**src/rtl/instr_decode_q.sv**
```systemverilog
// RV32I/RV64I base-opcode decoder feeding a DEPTH-entry issue queue with an optional busy-register interlock.
// out_op codes: LOAD 0, MISC_MEM 1, OP_IMM 2, AUIPC 3, OP_IMM32 4, STORE 5, OP 6, LUI 7, OP32 8, BRANCH 9, JALR 10, JAL 11, SYSTEM 12, INVAL 15; out_fmt: R 0, I 1, S 2, B 3, U 4, J 5.
module instr_decode_q #(
    parameter int unsigned XLEN         = 32,
    parameter int unsigned DEPTH        = 2,
    parameter bit          HAZARD_CHECK = 1'b1
) (
    input  logic              clk,
    input  logic              rst,
    input  logic              flush,
    input  logic              in_valid,
    output logic              in_ready,
    input  logic [31:0]       in_instr,
    input  logic [XLEN-1:0]   in_pc,
    output logic [9:0]        rs_idx,
    input  logic [2*XLEN-1:0] rs_val,
    input  logic [31:0]       busy,
    output logic              out_valid,
    input  logic              out_ready,
    output logic [3:0]        out_op,
    output logic [2:0]        out_fmt,
    output logic [4:0]        out_rs1,
    output logic [4:0]        out_rs2,
    output logic [4:0]        out_rd,
    output logic [2:0]        out_funct3,
    output logic [XLEN-1:0]   out_imm,
    output logic [XLEN-1:0]   out_pc,
    output logic [XLEN-1:0]   out_rs1_val,
    output logic [XLEN-1:0]   out_rs2_val,
    output logic [31:0]       stall_cnt
);

    typedef enum logic [3:0] {
        OP_LOAD   = 4'd0,  OP_MISC_MEM = 4'd1,  OP_IMM  = 4'd2,  OP_AUIPC  = 4'd3,
        OP_IMM32  = 4'd4,  OP_STORE    = 4'd5,  OP_OP   = 4'd6,  OP_LUI    = 4'd7,
        OP_OP32   = 4'd8,  OP_BRANCH   = 4'd9,  OP_JALR = 4'd10, OP_JAL    = 4'd11,
        OP_SYSTEM = 4'd12, INSTR_INVAL = 4'd15
    } instr_op;

    typedef enum logic [2:0] {
        FMT_R = 3'd0, FMT_I = 3'd1, FMT_S = 3'd2, FMT_B = 3'd3, FMT_U = 3'd4, FMT_J = 3'd5
    } instr_fmt;

    typedef struct packed {
        instr_op         op;
        instr_fmt        fmt;
        logic [4:0]      rs1;
        logic [4:0]      rs2;
        logic [4:0]      rd;
        logic [2:0]      funct3;
        logic [XLEN-1:0] imm;
        logic [XLEN-1:0] pc;
        logic [XLEN-1:0] rs1_val;
        logic [XLEN-1:0] rs2_val;
    } entry_t;

    localparam int unsigned PW   = (DEPTH > 1) ? $clog2(DEPTH) : 1;
    localparam logic [PW:0] FULL = (PW+1)'(DEPTH);

    entry_t        dec;
    entry_t        head;
    entry_t        mem_q [DEPTH];
    logic [31:0]   imm32;
    logic          hazard;
    logic          accept;
    logic          pop;
    logic [PW-1:0] head_q, head_d;
    logic [PW-1:0] tail_q, tail_d;
    logic [PW:0]   count_q, count_d;
    logic [31:0]   stall_q, stall_d;

    always_comb begin
        dec     = '0;
        dec.op  = INSTR_INVAL;
        dec.fmt = FMT_I;
        if (in_instr[1:0] == 2'b11) begin
            case (in_instr[6:2])
                5'b00000: dec.op = OP_LOAD;
                5'b00011: dec.op = OP_MISC_MEM;
                5'b00100: dec.op = OP_IMM;
                5'b00101: begin dec.op = OP_AUIPC;  dec.fmt = FMT_U; end
                5'b00110: if (XLEN == 64) dec.op = OP_IMM32;
                5'b01000: begin dec.op = OP_STORE;  dec.fmt = FMT_S; end
                5'b01100: begin dec.op = OP_OP;     dec.fmt = FMT_R; end
                5'b01101: begin dec.op = OP_LUI;    dec.fmt = FMT_U; end
                5'b01110: if (XLEN == 64) begin dec.op = OP_OP32; dec.fmt = FMT_R; end
                5'b11000: begin dec.op = OP_BRANCH; dec.fmt = FMT_B; end
                5'b11001: dec.op = OP_JALR;
                5'b11011: begin dec.op = OP_JAL;    dec.fmt = FMT_J; end
                5'b11100: dec.op = OP_SYSTEM;
                default:  dec.op = INSTR_INVAL;
            endcase
        end

        case (dec.fmt)
            FMT_S:   imm32 = {{20{in_instr[31]}}, in_instr[31:25], in_instr[11:7]};
            FMT_B:   imm32 = {{20{in_instr[31]}}, in_instr[7], in_instr[30:25], in_instr[11:8], 1'b0};
            FMT_U:   imm32 = {in_instr[31:12], 12'b0};
            FMT_J:   imm32 = {{12{in_instr[31]}}, in_instr[19:12], in_instr[20], in_instr[30:21], 1'b0};
            default: imm32 = {{20{in_instr[31]}}, in_instr[31:20]};
        endcase

        // Unused register fields are forced to x0 so they never trip the interlock.
        dec.rs1     = (dec.fmt == FMT_U || dec.fmt == FMT_J) ? '0 : in_instr[19:15];
        dec.rs2     = (dec.fmt == FMT_R || dec.fmt == FMT_S || dec.fmt == FMT_B) ? in_instr[24:20] : '0;
        dec.rd      = (dec.fmt == FMT_S || dec.fmt == FMT_B) ? '0 : in_instr[11:7];
        dec.funct3  = in_instr[14:12];
        dec.imm     = XLEN'($signed(imm32));
        dec.pc      = in_pc;
        dec.rs1_val = rs_val[XLEN-1:0];
        dec.rs2_val = rs_val[2*XLEN-1:XLEN];
    end

    assign rs_idx   = {dec.rs2, dec.rs1};
    assign hazard   = HAZARD_CHECK && in_valid &&
                      ((dec.rs1 != '0 && busy[dec.rs1]) || (dec.rs2 != '0 && busy[dec.rs2]));
    assign in_ready = !flush && !hazard && (count_q < FULL || out_ready);
    assign accept   = in_valid && in_ready;
    assign out_valid = (count_q != '0);
    assign pop      = out_valid && out_ready && !flush;

    always_comb begin
        head_d  = head_q;
        tail_d  = tail_q;
        count_d = count_q;
        stall_d = stall_q;
        if (in_valid && !in_ready && stall_q != '1) begin
            stall_d = stall_q + 32'd1;
        end
        if (flush) begin
            head_d  = '0;
            tail_d  = '0;
            count_d = '0;
        end else begin
            if (accept) tail_d = tail_q + 1'b1;
            if (pop)    head_d = head_q + 1'b1;
            case ({accept, pop})
                2'b10:   count_d = count_q + 1'b1;
                2'b01:   count_d = count_q - 1'b1;
                default: count_d = count_q;
            endcase
        end
    end

    always_ff @(posedge clk or posedge rst) begin
        if (rst) begin
            head_q  <= '0;
            tail_q  <= '0;
            count_q <= '0;
            stall_q <= '0;
        end else begin
            head_q  <= head_d;
            tail_q  <= tail_d;
            count_q <= count_d;
            stall_q <= stall_d;
        end
    end

    always_ff @(posedge clk) begin
        if (accept) mem_q[tail_q] <= dec;
    end

    assign head        = mem_q[head_q];
    assign out_op      = head.op;
    assign out_fmt     = head.fmt;
    assign out_rs1     = head.rs1;
    assign out_rs2     = head.rs2;
    assign out_rd      = head.rd;
    assign out_funct3  = head.funct3;
    assign out_imm     = head.imm;
    assign out_pc      = head.pc;
    assign out_rs1_val = head.rs1_val;
    assign out_rs2_val = head.rs2_val;
    assign stall_cnt   = stall_q;

endmodule

```
**config.mk**
```make
export PLATFORM = sky130hd
export DESIGN_NAME = instr_decode_q
export DESIGN_NICKNAME = d
export VERILOG_FILES = /design/src/rtl/instr_decode_q.sv
export SDC_FILE = /design/constraint.sdc
export NUM_CORES = 1
export LEC_CHECK = 0
export BUFFER_PORTS_ARGS = -buffer_cell sky130_fd_sc_hd__buf_2
export CAP_MARGIN = 40
export CORE_MARGIN = 2
export CORE_UTILIZATION = 45
export CTS_BUF_LIST = sky130_fd_sc_hd__clkbuf_16
export DETAILED_ROUTE_END_ITERATION = 8
export PLACE_DENSITY = 0.65
export SLEW_MARGIN = 0
export SYNTH_ARGS = -nofsm -noshare
export SYNTH_HDL_FRONTEND = slang
export SYNTH_SLANG_ARGS = --single-unit
```
**constraint.sdc**
```tcl
create_clock -name clk -period 10.6 [get_ports clk]
set_input_delay 1.06 -clock clk [delete_from_list [all_inputs] [get_ports clk]]
set_output_delay 1.06 -clock clk [all_outputs]
set_load 0.03 [all_outputs]
```
After elaboration in Yosys (flattened, before gate mapping)
Memories as Yosys holds them, arrays and structs flattened.
Cells that the tools add are included.
{"block": "classes", "n_eq_ne": 18, "reduce_logical": 28, "n_mux": 19, "addsub": 5, "n_lt_le_gt_ge": 3}
{"cell": "case mux 31 bit (4 select lines)", "n": 1}
{"cell": "case mux 4 bit (11 select lines)", "n": 1}
{"cell": "adder 32 x 1 -> 32 bit (second input constant)", "n": 1}
{"cell": "inequality test 32 bit (second input constant)", "n": 1}
{"cell": "equality test 5 bit (second input constant)", "n": 4}
{"cell": "equality test 5 x 4 -> 1 bit (second input constant)", "n": 3}
{"cell": "2-to-1 mux 5 bit", "n": 3}
{"cell": "case mux 3 bit (5 select lines)", "n": 1}
{"cell": "less-than comparator 5 x 6 -> 1 bit (second input constant)", "n": 2}
{"cell": "binary-select mux 1 bit (select 5 bit)", "n": 2}
{"cell": "equality test 5 x 3 -> 1 bit (second input constant)", "n": 2}
{"cell": "logical AND 1 bit", "n": 10}
{"cell": "nonzero test 5 bit", "n": 2}
{"cell": "2-to-1 mux 1 bit", "n": 8}
{"cell": "2-to-1 mux 7 bit", "n": 1}
{"cell": "equality test 3 x 2 -> 1 bit (second input constant)", "n": 2}
{"cell": "equality test 3 bit (second input constant)", "n": 2}
{"cell": "logical OR 1 bit", "n": 6}
{"cell": "nonzero test 2 bit", "n": 3}
{"cell": "equality test 5 x 2 -> 1 bit (second input constant)", "n": 1}
{"cell": "zero test 5 bit", "n": 1}
{"cell": "equality test 2 bit (second input constant)", "n": 2}
{"cell": "case mux 2 bit (2 select lines)", "n": 1}
{"cell": "zero test 1 bit", "n": 3}
{"cell": "other kinds (9)", "n": 10}
{"block": "totals", "in_bits": 165, "out_inout_bits": 197, "memories": 1, "reg_bits": 36, "ramBits": 306, "wordCells": 78}
{"memory": "mem_q", "words": 2, "word_bits": 153, "rd": 1, "rd_ports_with_merged_regs": 0, "write_ports": 1, "line": "62", "text": "entry_t mem_q [DEPTH];"}

Longest topological paths before layout
Gate-level depths: netlist (run 1).
{"block": "logic_depth", "word_depth": 20, "mapped_depth": 12, "mapped_depth_nobuf": 9}

Least setup slack after synthesis (run 1)
OpenSTA, ideal clock, no wires.
{"block": "synth_timing", "path_kind": "input-to-reg", "from": "input in_instr[2]", "to": "memory mem_q[0][0] in the netlist's numbering, enable pin", "stages": 8, "path_slack_ns": 0.516, "t_arrival_ns": 9.415, "path_cell_list": "buf_6 -> or3b_1 -> or3_1 -> a2111oi_2 -> o32ai_1 -> a2111oi_2 -> nand4_1 -> nor2_1"}
{"block": "synth_between", "elab_chain_cells": 19, "word_cells_on_any_way": 35, "cone_classes": "10 x eq/ne; 10 x mux; 15 x reduce/logical"}
{"element": "start, declared", "line": "13", "text": "input logic [31:0] in_instr,"}
{"element": "equality test 5 x 4 -> 1 bit or equality test 5 x 3 -> 1 bit (tied branches)", "line": "77", "text": "case (in_instr[6:2])"}
{"element": "OR reduction 2 bit (no line)"}
{"element": "case mux 3 bit (5 select lines) (*)", "line": "77"}
{"element": "2-to-1 mux 7 bit (*)", "line": "76", "text": "if (in_instr[1:0] == 2'b11) begin"}
{"element": "equality test 3 x 2 -> 1 bit or zero test 3 bit (tied branches)", "line": "105", "text": "dec.rs2 = (dec.fmt == FMT_R || dec.fmt == FMT_S || dec.fmt == FMT_B) ? in_instr[24:20] : '0;"}
{"element": "logical OR 1 bit (2 in series)", "line": "105"}
{"element": "2-to-1 mux 5 bit", "line": "105"}
{"element": "binary-select mux 1 bit (select 5 bit)", "line": "116", "text": "((dec.rs1 != '0 && busy[dec.rs1]) || (dec.rs2 != '0 && busy[dec.rs2]));"}
{"element": "2-to-1 mux 1 bit (implied by the code)", "line": "116"}
{"element": "logical AND 1 bit", "line": "116"}
{"element": "logical OR 1 bit (*)", "line": "116"}
{"element": "logical AND 1 bit (*)", "line": "115", "text": "assign hazard = HAZARD_CHECK && in_valid &&"}
{"element": "zero test 1 bit (*)", "line": "117", "text": "assign in_ready = !flush && !hazard && (count_q < FULL || out_ready);"}
{"element": "logical AND 1 bit (*) (2 in series)", "line": "117"}
{"element": "logical AND 1 bit (*)", "line": "118", "text": "assign accept = in_valid && in_ready;"}
{"element": "2-to-1 mux 1 bit (*)", "line": "160", "text": "if (accept) mem_q[tail_q] <= dec;"}
{"element": "2-to-1 mux 1 bit (implied by the code) (*)", "line": "160"}
{"element": "end, declared", "line": "62"}
Mark *: on every way between the ends. The rest lies on a longest branch, timed or not. The select of a mux whose other input is x is not followed.

==> summary.md, run 1 <==
| Metric | Value |
|---|---|
| Total power divided by cell area | about 180 nW/um^2 |
| Fraction of final layout cells with drive strength greater than 1 | 48.9% |
| Number of enable-type register cells in the synthesized netlist | between 300 and 400 |
| Clock transition at the registers of the reported paths | approximately 0.06 ns |
| TritonCTS clock tree | yes |
| Final critical-path share of the clock period | between 50% and 60% |
| Cell type with the largest total area after synthesis | sky130_fd_sc_hd__edfxtp_1 |
| Vias in the first global route | roughly 8500 |
| Register bit total from synthesis | between 300 and 400 |
| Synthesized cell area | between 10000 and 15000 sq um |
| Post-Route Setup TNS | 0 ns |
| Worst-case clock skew | approximately 0.016 ns |
| Run status | complete, no violations |
| Async set-reset flop share out of synthesis | between 10% and 20% |
| Total of warnings raised by yosys | 0 |
| Cell type group with the largest total delay on the critical path | buffers and inverters |
| Number of core rows | 64 |
| Initial DRC count | approximately 500 |
| Number of clock sinks seen by CTS | 342 |
| Sum of overflow across all layers after global routing | 0 |
| Final-report setup violation count | 0 |
| Proportion of netlist area held by the largest area contributor | between 60% and 70% |
| Worst path required time | approximately 11 ns |
| Num CTS Buffers | 37 |
| Critical path launch point type | primary input |
| Clock latency on the worst-skew pair | 0.52 ns |
| Average cell area after synthesis | 16.6 sq um |
| Final Hold Viols | 0 |
| Global placement routability congestion | ~0.77 |
| Largest fanout of any net on the critical path | 55 |
| Half-perimeter wire length of the detailed placement result | approximately 22 mm |
| Global-route wire length before repair | between 40 and 50 mm |
| Fillcell total | about 2500 |
| WP data arrival | between 5 and 6 ns |
| Most frequent cell after synthesis | sky130_fd_sc_hd__edfxtp_1 |
| Cell with the biggest individual delay on the critical path | sky130_fd_sc_hd__nor4_1 |
| Total I/O pin count | between 300 and 400 |
| Pre-CTS worst setup slack | around 4.8 ns |
| Antenna violations before repair | 3 |
| Post-cts hold buffer count | 0 |
| Post-cts sizing count | 0 |
| Root Driver | sky130_fd_sc_hd__clkbuf_16 |
| Number of levels the H-tree was split into | 2 |
| Count of buffers added by post-CTS timing repair for setup | 0 |
| Largest net degree at the start of global routing | 63 |
| Final routed wire length divided by cell count | 19.7 microns |
| Synthesized instance count | 851 |
| Nature of the critical path endpoint | flop |
| Die Ht | roughly 180 microns |
| Most used DFF post-synth | sky130_fd_sc_hd__edfxtp_1 |
| Synth top area cells | sky130_fd_sc_hd__edfxtp_1, sky130_fd_sc_hd__mux2_2, sky130_fd_sc_hd__dfrtp_1, sky130_fd_sc_hd__xor2_1, sky130_fd_sc_hd__mux4_2 |
| RSZ-0062 raised after global routing | no |
| Longest individual stage delay on the worst path | approximately 0.85 ns |
| Net Count, Synth | 1017 |
| Core area | roughly 31000 sq um |
| Timing-limited maximum frequency | between 150 and 200 MHz |
| Total via count after detailed routing | around 8600 |
| Minimum clock period | approximately 5.3 ns |
| Antenna-violating nets left | 0 |
| Die footprint | about 33000 sq um |
| Routed vias/inst | 5.29 |
| Max-Slew Margin vs Limit | between 30% and 40% |
| Top cell types by occurrence after synthesis | sky130_fd_sc_hd__edfxtp_1, sky130_fd_sc_hd__mux2_2, sky130_fd_sc_hd__dfrtp_1, sky130_fd_sc_hd__nand2_1 |
| Combined global-route utilization of all metal layers | 18.9% |
| First-pass detailed-route iteration total | 5 |
| Hold crit path type | flop to flop |
| Final net count | 1374 |
| Largest buffer count on any clock path | 3 |
| Number of buffer and inverter stages on the critical path | 4 |
| IR Drop Worst-Case VDD | approximately 0.18 mV |
| X dimension of the die | 181 microns |
| Initial core utilization | between 40% and 50% |
| Area growth, synth to finish | 23.7% |
| Post-route worst setup slack | 5.29 ns |
| DRT Wirelength | 32.1 mm |
| Cell chain of the critical path | buf_2 -> nand2_1 -> nor4_1 -> inv_1 -> a2111oi_2 -> o32ai_1 -> a2111oi_2 -> nand4_1 -> nor2_4 -> buf_4 -> buf_4 |
| Number of violations of the max-capacitance limit | 0 |
| Count of input and output buffers | 360 |
| Final max-slew violation count | 0 |
| Sequential area share after synthesis | a little over 70% |
| Leakage power figure | just under 7 nW |
| Critical path start-end classification | primary input to flop |
| Number of different library cells in the post-synthesis netlist | 57 |
| DRC violation count after routing | 0 |
| Transition time of the tightest slew-check pin | roughly 1 ns |
-- metrics by stage --
step	cell area, sq um	std cells	util, %	power (mW)	hold WS [ns]
after floorplan	14200	851	-	1.83	0.555
after global placement	16300	1560	52.9	1.93	0.473
after detailed placement	16300	1565	53.1	1.94	0.486
after CTS	17500	1630	56.9	3.19	0.497
after global routing	17500	1630	56.9	3.27	0.506
final	17500	1632	56.9	3.15	0.493
-- per-layer routing --
| metal | vias to the layer above | track usage [%] | part of all wire (%) |
|---|---|---|---|
| met5 | - | 0 | 0.084 |
| met4 | 4 | 4.29 | 1.7 |
| met3 | 45 | 5.60 | 8.7 |
| met2 | 338 | 31.2 | 48 |
| met1 | 4285 | 24.8 | 41 |
| li1 | 3965 | - | - |
-- flip-flops by register name (all words and copies together), names as in the netlist --
| signal | count |
|---|---|
| count_q | 2 |
| mem_q | 306 |
| stall_cnt | 32 |
| tail_q | 1 |
| head_q | 1 |
-- path summary, 6_finish.rpt --
check	startpoint	to	slack, ns	cells past startpoint
min in group asynchronous	rst	stall_cnt[7]$_DFFE_PP0P_	0.65	3
worst min register to register	stall_cnt[29]$_DFFE_PP0P_	stall_cnt[29]$_DFFE_PP0P_	0.49	1
worst max register to register	stall_cnt[10]$_DFFE_PP0P_	stall_cnt[1]$_DFFE_PP0P_	7.49	8
worst min-delay path	stall_cnt[29]$_DFFE_PP0P_	stall_cnt[29]$_DFFE_PP0P_	0.49	1
worst max-delay path	in_instr[0]	mem_q[0][106]$_DFFE_PP_	5.29	11
max in group asynchronous	rst	head_q$_DFFE_PP0P_	9.60	3
-- area by class of cell --
type / count / area [sq um] / area share (%)
repair buffers: 375 / 1950 / 11.1
inverters: 10 / 37.5 / 0.214
well taps: 396 / 495 / 2.83
diodes: 2 / 5.00 / 0.0286
flip-flops and latches: 342 / 10100 / 57.6
clock inverters: 28 / 244 / 1.39
multi-input cells: 442 / 3760 / 21.5
clock buffers: 37 / 926 / 5.29
-- layout by cell type (no fill, tap or decap), types with 3 or more instances in the layout --
cell type,Yosys,layout
sky130_fd_sc_hd__clkinv_2,0,3
sky130_fd_sc_hd__a21oi_1,9,8
sky130_fd_sc_hd__dfrtp_1,36,35
sky130_fd_sc_hd__nand3_1,15,15
sky130_fd_sc_hd__clkbuf_16,0,37
sky130_fd_sc_hd__nand2_1,36,36
sky130_fd_sc_hd__mux4_2,9,9
sky130_fd_sc_hd__nor2_4,1,3
sky130_fd_sc_hd__bufinv_16,0,4
sky130_fd_sc_hd__edfxtp_1,306,306
sky130_fd_sc_hd__mux2_2,153,153
sky130_fd_sc_hd__clkinv_1,0,5
sky130_fd_sc_hd__xor2_1,29,29
sky130_fd_sc_hd__nor2b_1,17,17
sky130_fd_sc_hd__nand4_1,6,6
sky130_fd_sc_hd__o21ai_0,8,7
sky130_fd_sc_hd__buf_2,5,360
sky130_fd_sc_hd__o31ai_1,4,4
sky130_fd_sc_hd__nor2_1,25,23
sky130_fd_sc_hd__and3_1,5,5
sky130_fd_sc_hd__nor4_1,16,16
sky130_fd_sc_hd__nor3_1,15,15
sky130_fd_sc_hd__nor4b_1,4,4
sky130_fd_sc_hd__xnor2_1,5,5
sky130_fd_sc_hd__or2_2,4,4
sky130_fd_sc_hd__nor3b_1,6,6
sky130_fd_sc_hd__a211oi_1,4,4
sky130_fd_sc_hd__a21o_1,18,18
sky130_fd_sc_hd__buf_4,16,11
sky130_fd_sc_hd__mux2i_1,12,12
sky130_fd_sc_hd__and2_1,9,9
sky130_fd_sc_hd__inv_1,9,21
-- where the power goes --
group          internal (mW)  switching [mW]  leakage, nW
logic                  0.128           0.233         3.02
registers               1.53          0.0250         3.26
clock network          0.735           0.505        0.615
total                   2.39           0.763         6.90
-- cell families (layout without fill, tap and decap cells) --
group | after synthesis | count (layout) | synth area share (%)
other | 0 | 2 | 0
AND/OR/NAND/NOR | 169 | 169 | 6.39
multiplexers | 175 | 175 | 14.6
buffers and inverters | 67 | 450 | 2.38
flip-flops | 342 | 342 | 71.3
adder cells (fa/ha/maj) | 1 | 1 | 0.0884
XOR/XNOR | 34 | 34 | 2.10
AO/OA/AOI/OAI | 63 | 63 | 3.23
Power figures use the tool's default switching activity.
==> run 2: changes to the inputs <==
--- a/config.mk
+++ b/config.mk
@@ -11,7 +11,7 @@
 export CORE_UTILIZATION = 45
 export CTS_BUF_LIST = sky130_fd_sc_hd__clkbuf_16
 export DETAILED_ROUTE_END_ITERATION = 8
-export PLACE_DENSITY = 0.65
+export PLACE_DENSITY = 0.68
 export SLEW_MARGIN = 0
 export SYNTH_ARGS = -nofsm -noshare
 export SYNTH_HDL_FRONTEND = slang
==> constraint.sdc (replaced) <==
create_clock -name clk -period 4.7 [get_ports clk]
set_input_delay 0.47 -clock clk [delete_from_list [all_inputs] [get_ports clk]]
set_output_delay 0.47 -clock clk [all_outputs]
set_load 0.03 [all_outputs]
==> run 2 against run 1 <==
Against the previous run: clock-buffer cell count grew 1; clock power grew 110%; core utilization shrank 0.081 points; critical path depth shrank 1; combinational power grew 130%; largest power group unchanged; global-route usage shrank 0.14 points; die area is the same; design area shrank 0.14%.
==> summary.md, run 2 (same netlist as run 1, synthesis figures left out) <==
| Metric | Value |
|---|---|
| Count of buffers added by post-CTS timing repair for setup | 0 |
| Post-cts sizing count | 0 |
| Minimum clock period | between 3 and 4 ns |
| Global placement routability congestion | 0.793 |
| Worst-case clock skew | ~0.023 ns |
| Instance area after placement | 16400 sq um |
| Combined global-route utilization of all metal layers | 18.7% |
| First-pass detailed-route iteration total | 4 |
| Global-route wire length before repair | a little under 50 mm |
| Antenna-violating nets left | 0 |
| Vias in the first global route | slightly below 9000 |
| Cell chain of the critical path | buf_2 -> mux2i_1 -> nor4_1 -> inv_1 -> a2111oi_4 -> o32ai_1 -> a2111oi_2 -> nand4_1 -> nor2_4 -> buf_12 |
| RSZ-0062 raised after global routing | no |
| Fraction of final layout cells with drive strength greater than 1 | 48.9% |
| DRC violation count after routing | 0 |
| Max-Slew Margin vs Limit | about 44% |
| Critical path launch point type | primary input |
| Number of violations of the max-capacitance limit | 0 |
| Clock latency on the worst-skew pair | between 0.5 and 0.6 ns |
| Half-perimeter wire length of the detailed placement result | 21.5 mm |
| Initial DRC count | 489 |
| X dimension of the die | between 150 and 200 microns |
| Count of input and output buffers | 360 |
| Total I/O pin count | between 300 and 400 |
| Final critical-path share of the clock period | about four fifths |
| Routed vias/inst | between 5 and 6 |
| Post-cts hold buffer count | 0 |
| WP data arrival | around 3.9 ns |
| Largest net degree at the start of global routing | 80 |
| Highest-count cells in the layout ignoring fill and taps | sky130_fd_sc_hd__buf_2, sky130_fd_sc_hd__edfxtp_1, sky130_fd_sc_hd__mux2_2 |
| Total via count after detailed routing | roughly 8600 |
| Post-Route Setup TNS | 0 ns |
| Fillcell total | roughly 2500 |
| Timing-limited maximum frequency | approximately 270 MHz |
| TritonCTS clock tree | yes |
| Number of clock sinks seen by CTS | around 340 |
| Longest individual stage delay on the worst path | 0.64 ns |
| Final-report setup violation count | 0 |
| Total power divided by cell area | slightly below 400 nW/um^2 |
| Area growth, synth to finish | 23.5% |
| Nature of the critical path endpoint | flop |
| DRT Wirelength | 31.8 mm |
| Cell type group with the largest total delay on the critical path | simple AND/OR/NAND/NOR gates |
| Largest fanout of any net on the critical path | 79 |
| Root Driver | sky130_fd_sc_hd__clkbuf_16 |
| Number of buffer and inverter stages on the critical path | 3 |
| Num CTS Buffers | 37 |
| Number of flip-flops in the largest register | around 310 |
| Register with the most flip-flops | mem_q |
| Cell with the biggest individual delay on the critical path | sky130_fd_sc_hd__nor4_1 |
| Most frequent standard cell in the layout excluding fill and tap cells | sky130_fd_sc_hd__buf_2 |
| IR Drop Worst-Case VDD | approximately 0.3 mV |
| Clock transition at the registers of the reported paths | around 0.06 ns |
| Sum of overflow across all layers after global routing | 0 |
| Die Ht | about 180 microns |
| Final routed wire length divided by cell count | around 20 microns |
| Worst path required time | a little under 5 ns |
| Initial core utilization | 46.0% |
| Number of core rows | 64 |
| Final net count | between 1000 and 1500 |
| Hold crit path type | primary input to async pin |
| Final max-slew violation count | 0 |
| Transition time of the tightest slew-check pin | a little over 0.8 ns |
| Final Hold Viols | 0 |
| Final standard cell area without fillers | approximately 17000 sq um |
| Die footprint | 32900 sq um |
| Run status | complete, no violations |
| Leakage power figure | a little under 7 nW |
| Critical path start-end classification | primary input to flop |
| Largest buffer count on any clock path | 3 |
| Core area | about 30000 sq um |
| Number of levels the H-tree was split into | 2 |
| Antenna violations before repair | 5 |
run 2: worst paths after layout:
check	from	to	slack [ns]	cells past startpoint
max	in_instr[2]	mem_q[1][122]$_DFFE_PP_	0.93	10
min	rst	stall_cnt[30]$_DFFE_PP0P_	0.06	3
max reg2reg	stall_cnt[10]$_DFFE_PP0P_	stall_cnt[1]$_DFFE_PP0P_	1.66	8
min reg2reg	stall_cnt[15]$_DFFE_PP0P_	stall_cnt[15]$_DFFE_PP0P_	0.49	1
max in group asynchronous	rst	head_q$_DFFE_PP0P_	4.28	3
min in group clk	in_pc[24]	mem_q[1][88]$_DFFE_PP_	0.15	1
run 2: worst reg2reg max path, delay by kind of cell (launching register included):
kind	cells	cell delay, ns
AND/OR/NAND/NOR	5	1.35
flip-flops	1	0.45
multiplexers	1	0.30
AO/OA/AOI/OAI	1	0.46
buffers and inverters	1	0.36
run 2: metal layers:
layer	GRT usage, %	routed length, microns	up-vias
met4	4.59	546	6
met3	5.72	2930	51
li1	-	-	3963
met2	29.9	14900	357
met5	0	48	-
met1	25.3	13400	4207
run 2: per-stage QoR:
| step | utilization (%) | hold WS, ns | std cells | power, mW | worst slack [ns] |
|---|---|---|---|---|---|
| after floorplan | - | 0.533 | 851 | 4.10 | -0.567 |
| after global placement | 53.2 | 0.475 | 1562 | 4.37 | 0.542 |
| after detailed placement | 53.3 | 0.480 | 1564 | 4.39 | 0.469 |
| after CTS | 56.8 | 0.0521 | 1630 | 6.98 | 1.00 |
| after global routing | 56.9 | 0.0907 | 1631 | 7.17 | 0.715 |
| final | 56.9 | 0.0610 | 1632 | 6.91 | 0.927 |
run 2: where the power goes:
| part | internal (mW) | switching [mW] | total (mW) |
|---|---|---|---|
| Combinational | 0.294 | 0.531 | 0.825 |
| Clock | 1.47 | 1.12 | 2.59 |
| Sequential | 3.44 | 0.0508 | 3.49 |
| Total | 5.20 | 1.70 | 6.91 |
run 2: layout make-up:
class	instances	area [sq um]	share of cell area [%]
inverters	10	37.5	0.215
diodes	2	5.00	0.0286
clock buffers	38	951	5.44
flip-flops and latches	342	10100	57.7
multi-input cells	442	3780	21.6
well taps	396	495	2.83
repair buffers	374	1990	11.4
clock inverters	28	138	0.787
==> run 3: changes to the inputs <==
--- a/config.mk
+++ b/config.mk
@@ -11,7 +11,7 @@
 export CORE_UTILIZATION = 45
 export CTS_BUF_LIST = sky130_fd_sc_hd__clkbuf_16
 export DETAILED_ROUTE_END_ITERATION = 8
-export PLACE_DENSITY = 0.68
+export PLACE_DENSITY = 0.65
 export SLEW_MARGIN = 0
 export SYNTH_ARGS = -nofsm -noshare
 export SYNTH_HDL_FRONTEND = slang
==> constraint.sdc (replaced) <==
create_clock -name clk -period 3.8 [get_ports clk]
set_input_delay 0.38 -clock clk [delete_from_list [all_inputs] [get_ports clk]]
set_output_delay 0.38 -clock clk [all_outputs]
set_load 0.03 [all_outputs]
==> run 3 against run 2 <==
Against the previous run: clock skew decreased by 0.014 ns; sequential power increased by 24%; core utilization increased by 0.81 points; via count increased by 0.78%; clock-buffer cell count unchanged; design area increased by 1.4%; worst hold slack got worse by 0.00077 ns; largest power group unchanged.
==> summary.md, run 3 (same netlist as run 1, synthesis figures left out) <==
| Metric | Value |
|---|---|
| Run status | complete, no violations |
| Count of buffers added by post-CTS timing repair for setup | 0 |
| Total power divided by cell area | 491 nW/um^2 |
| Die Ht | between 150 and 200 microns |
| Number of violations of the max-capacitance limit | 0 |
| Worst path required time | around 3.4 ns |
| Final max-slew violation count | 0 |
| Initial DRC count | a little under 500 |
| Final standard cell area without fillers | around 18000 sq um |
| Count of cells along the worst register-to-register path | 8 |
| Post-route worst setup slack | between 0.5 and 0.6 ns |
| Routed vias/inst | approximately 5.3 |
| Launch point of the critical path | in_instr[2] |
| Antenna fix cells | 0 |
| Origin of the critical flop-to-flop path | stall_cnt[10]$_DFFE_PP0P_ |
| Cell with the biggest individual delay on the critical path | sky130_fd_sc_hd__or3_4 |
| Global placement routability congestion | between 0.8 and 0.9 |
| TritonCTS clock tree | yes |
| Cell chain of the critical path | buf_2 -> or3b_1 -> or3_4 -> a2111oi_4 -> o32ai_1 -> a2111oi_2 -> nand2_1 -> a21boi_0 -> buf_2 |
| Clock transition at the registers of the reported paths | 0.06 ns |
| Total I/O pin count | between 300 and 400 |
| Nature of the critical path endpoint | primary output |
| Timing-limited maximum frequency | ~310 MHz |
| Count of input and output buffers | between 300 and 400 |
| Hold crit path type | primary input to flop |
| Register-to-register setup slack | ~1.1 ns |
| Die footprint | about 33000 sq um |
| Vias in the first global route | around 8800 |
| Worst-case clock skew | approximately 0.0087 ns |
| Final routed wire length divided by cell count | between 15 and 20 microns |
| CP most frequent cell | sky130_fd_sc_hd__buf_2 |
| Final critical-path share of the clock period | between 80% and 90% |
| Area growth, synth to finish | 25.2% |
| Half-perimeter wire length of the detailed placement result | around 23 mm |
| Number of levels the H-tree was split into | 2 |
| Number of core rows | 64 |
| Post-Route Setup TNS | 0 ns |
| Number of buffer and inverter stages on the critical path | 2 |
| Fraction of final layout cells with drive strength greater than 1 | roughly half |
| Max-Slew Margin vs Limit | between 40% and 50% |
| Highest-count cells in the layout ignoring fill and taps | sky130_fd_sc_hd__buf_2, sky130_fd_sc_hd__edfxtp_1, sky130_fd_sc_hd__mux2_2 |
| DRC violation count after routing | 0 |
| Root Driver | sky130_fd_sc_hd__clkbuf_16 |
| First-pass detailed-route iteration total | 7 |
| IR Drop Worst-Case VDD | around 0.4 mV |
| Largest fanout of any net on the critical path | 11 |
| Cell type group with the largest total delay on the critical path | compound AO/OA/AOI/OAI gates |
| Initial core utilization | 46.0% |
| Antenna-violating nets left | 0 |
| Register with the most flip-flops | mem_q |
| Layer with the highest usage after global routing | met2 |
| Number of flip-flops in the largest register | roughly 310 |
| Longest individual stage delay on the worst path | between 0.4 and 0.5 ns |
| Leakage power figure | 6.99 nW |
| Sum of overflow across all layers after global routing | 0 |
| Largest buffer count on any clock path | 3 |
| RSZ-0062 raised after global routing | no |
| Most frequent standard cell in the layout excluding fill and tap cells | sky130_fd_sc_hd__buf_2 |
| Total via count after detailed routing | roughly 8700 |
| Fillcell total | 2542 |
| WP data arrival | approximately 2.8 ns |
| Met1 Use GR | 24.1% |
| Global-route wire length before repair | just under 50 mm |
| Num CTS Buffers | 37 |
| X dimension of the die | roughly 180 microns |
| Critical path depth | 9 |
| Combined global-route utilization of all metal layers | about a fifth |
| Largest net degree at the start of global routing | 53 |
| Minimum clock period | around 3.2 ns |
| Transition time of the tightest slew-check pin | slightly above 0.8 ns |
| Antenna violations before repair | 6 |
| RR Endpoint | stall_cnt[1]$_DFFE_PP0P_ |
| Pre-CTS worst setup slack | about 0.092 ns |
| Critical path start-end classification | primary input to primary output |
| Post-cts sizing count | 0 |
| Destination of the critical timing path | in_ready |
| Core area | slightly above 30000 sq um |
| DRT Wirelength | about 32 mm |
| Instance area after placement | around 17000 sq um |
| Clock latency on the worst-skew pair | about 0.50 ns |
| Critical path launch point type | primary input |
| Final Hold Viols | 0 |
| Final net count | 1387 |
| Global routing usage on met2 | 32.2% |
| Final-report setup violation count | 0 |
| Number of clock sinks seen by CTS | roughly 340 |
| Launch instance of the worst min-delay path | in_pc[8] |
| Global Route met3 Usage | approximately 6.1% |
-- run 3: worst register-to-register path: stages, from the launching register on --
cell and delay, ns:
sky130_fd_sc_hd__dfrtp_1 0.45, sky130_fd_sc_hd__nand4_1 0.21, sky130_fd_sc_hd__nor3_1 0.45, sky130_fd_sc_hd__nand4_1 0.23, sky130_fd_sc_hd__or2_2 0.36, sky130_fd_sc_hd__o21ai_2 0.13, sky130_fd_sc_hd__buf_4 0.34, sky130_fd_sc_hd__nor2_4 0.07
sky130_fd_sc_hd__mux2_4 0.30
-- run 3: worst min-delay path by stage --
stage / endpoint / slack, ns / cells after the start
detailed placement: stall_cnt[4]$_DFFE_PP0P_ / 0.48 / 1
global placement: stall_cnt[4]$_DFFE_PP0P_ / 0.47 / 1
CTS: mem_q[1][2]$_DFFE_PP_ / 0.03 / 1
global route: mem_q[0][75]$_DFFE_PP_ / 0.03 / 1
finish: mem_q[1][72]$_DFFE_PP_ / 0.06 / 1
floorplan: count_q[1]$_DFFE_PP0P_ / 0.44 / 1
-- run 3: routing by layer --
metal  wire, microns  part of all wire (%)  up-vias
li1                -                     -     3991
met1           13100                    41     4264
met2           15700                    49      331
met3            2860                   8.9       53
met4             475                   1.5       12
met5              84                  0.26        -
-- run 3: layout make-up --
class                      count  area [sq um]  share of cell area (%)
tap                          396           495                    2.79
multi-input combinational    442          3780                    21.3
inverter                      10          37.5                   0.212
clock buffer                  38           951                    5.36
timing repair buffer         388          2190                    12.3
sequential                   342         10100                    56.9
clock inverter                29           190                    1.07
-- run 3: what timing repair did --
item	4_1_cts	5_1_grt
endpoints found under the hold margin	36	0
hold buffers	1	0
setup endpoints to repair	0	0
-- run 3: per-stage QoR --
stage / hold WS, ns / utilization [%] / power (mW) / cells
floorplan: 0.443 / - / 5.08 / 851
global placement: 0.471 / 53.9 / 5.43 / 1576
detailed placement: 0.478 / 53.9 / 5.45 / 1577
CTS: 0.0325 / 57.7 / 8.81 / 1645
global route: 0.0336 / 57.7 / 9.02 / 1645
finish: 0.0602 / 57.7 / 8.71 / 1645
-- run 3: power breakdown --
group          leakage, nW  switching [mW]  total (mW)  internal, mW
registers             3.26          0.0759        4.33          4.26
logic                 3.12           0.652        1.03         0.383
clock network        0.604            1.39        3.34          1.95
total                 6.99            2.12        8.71          6.59
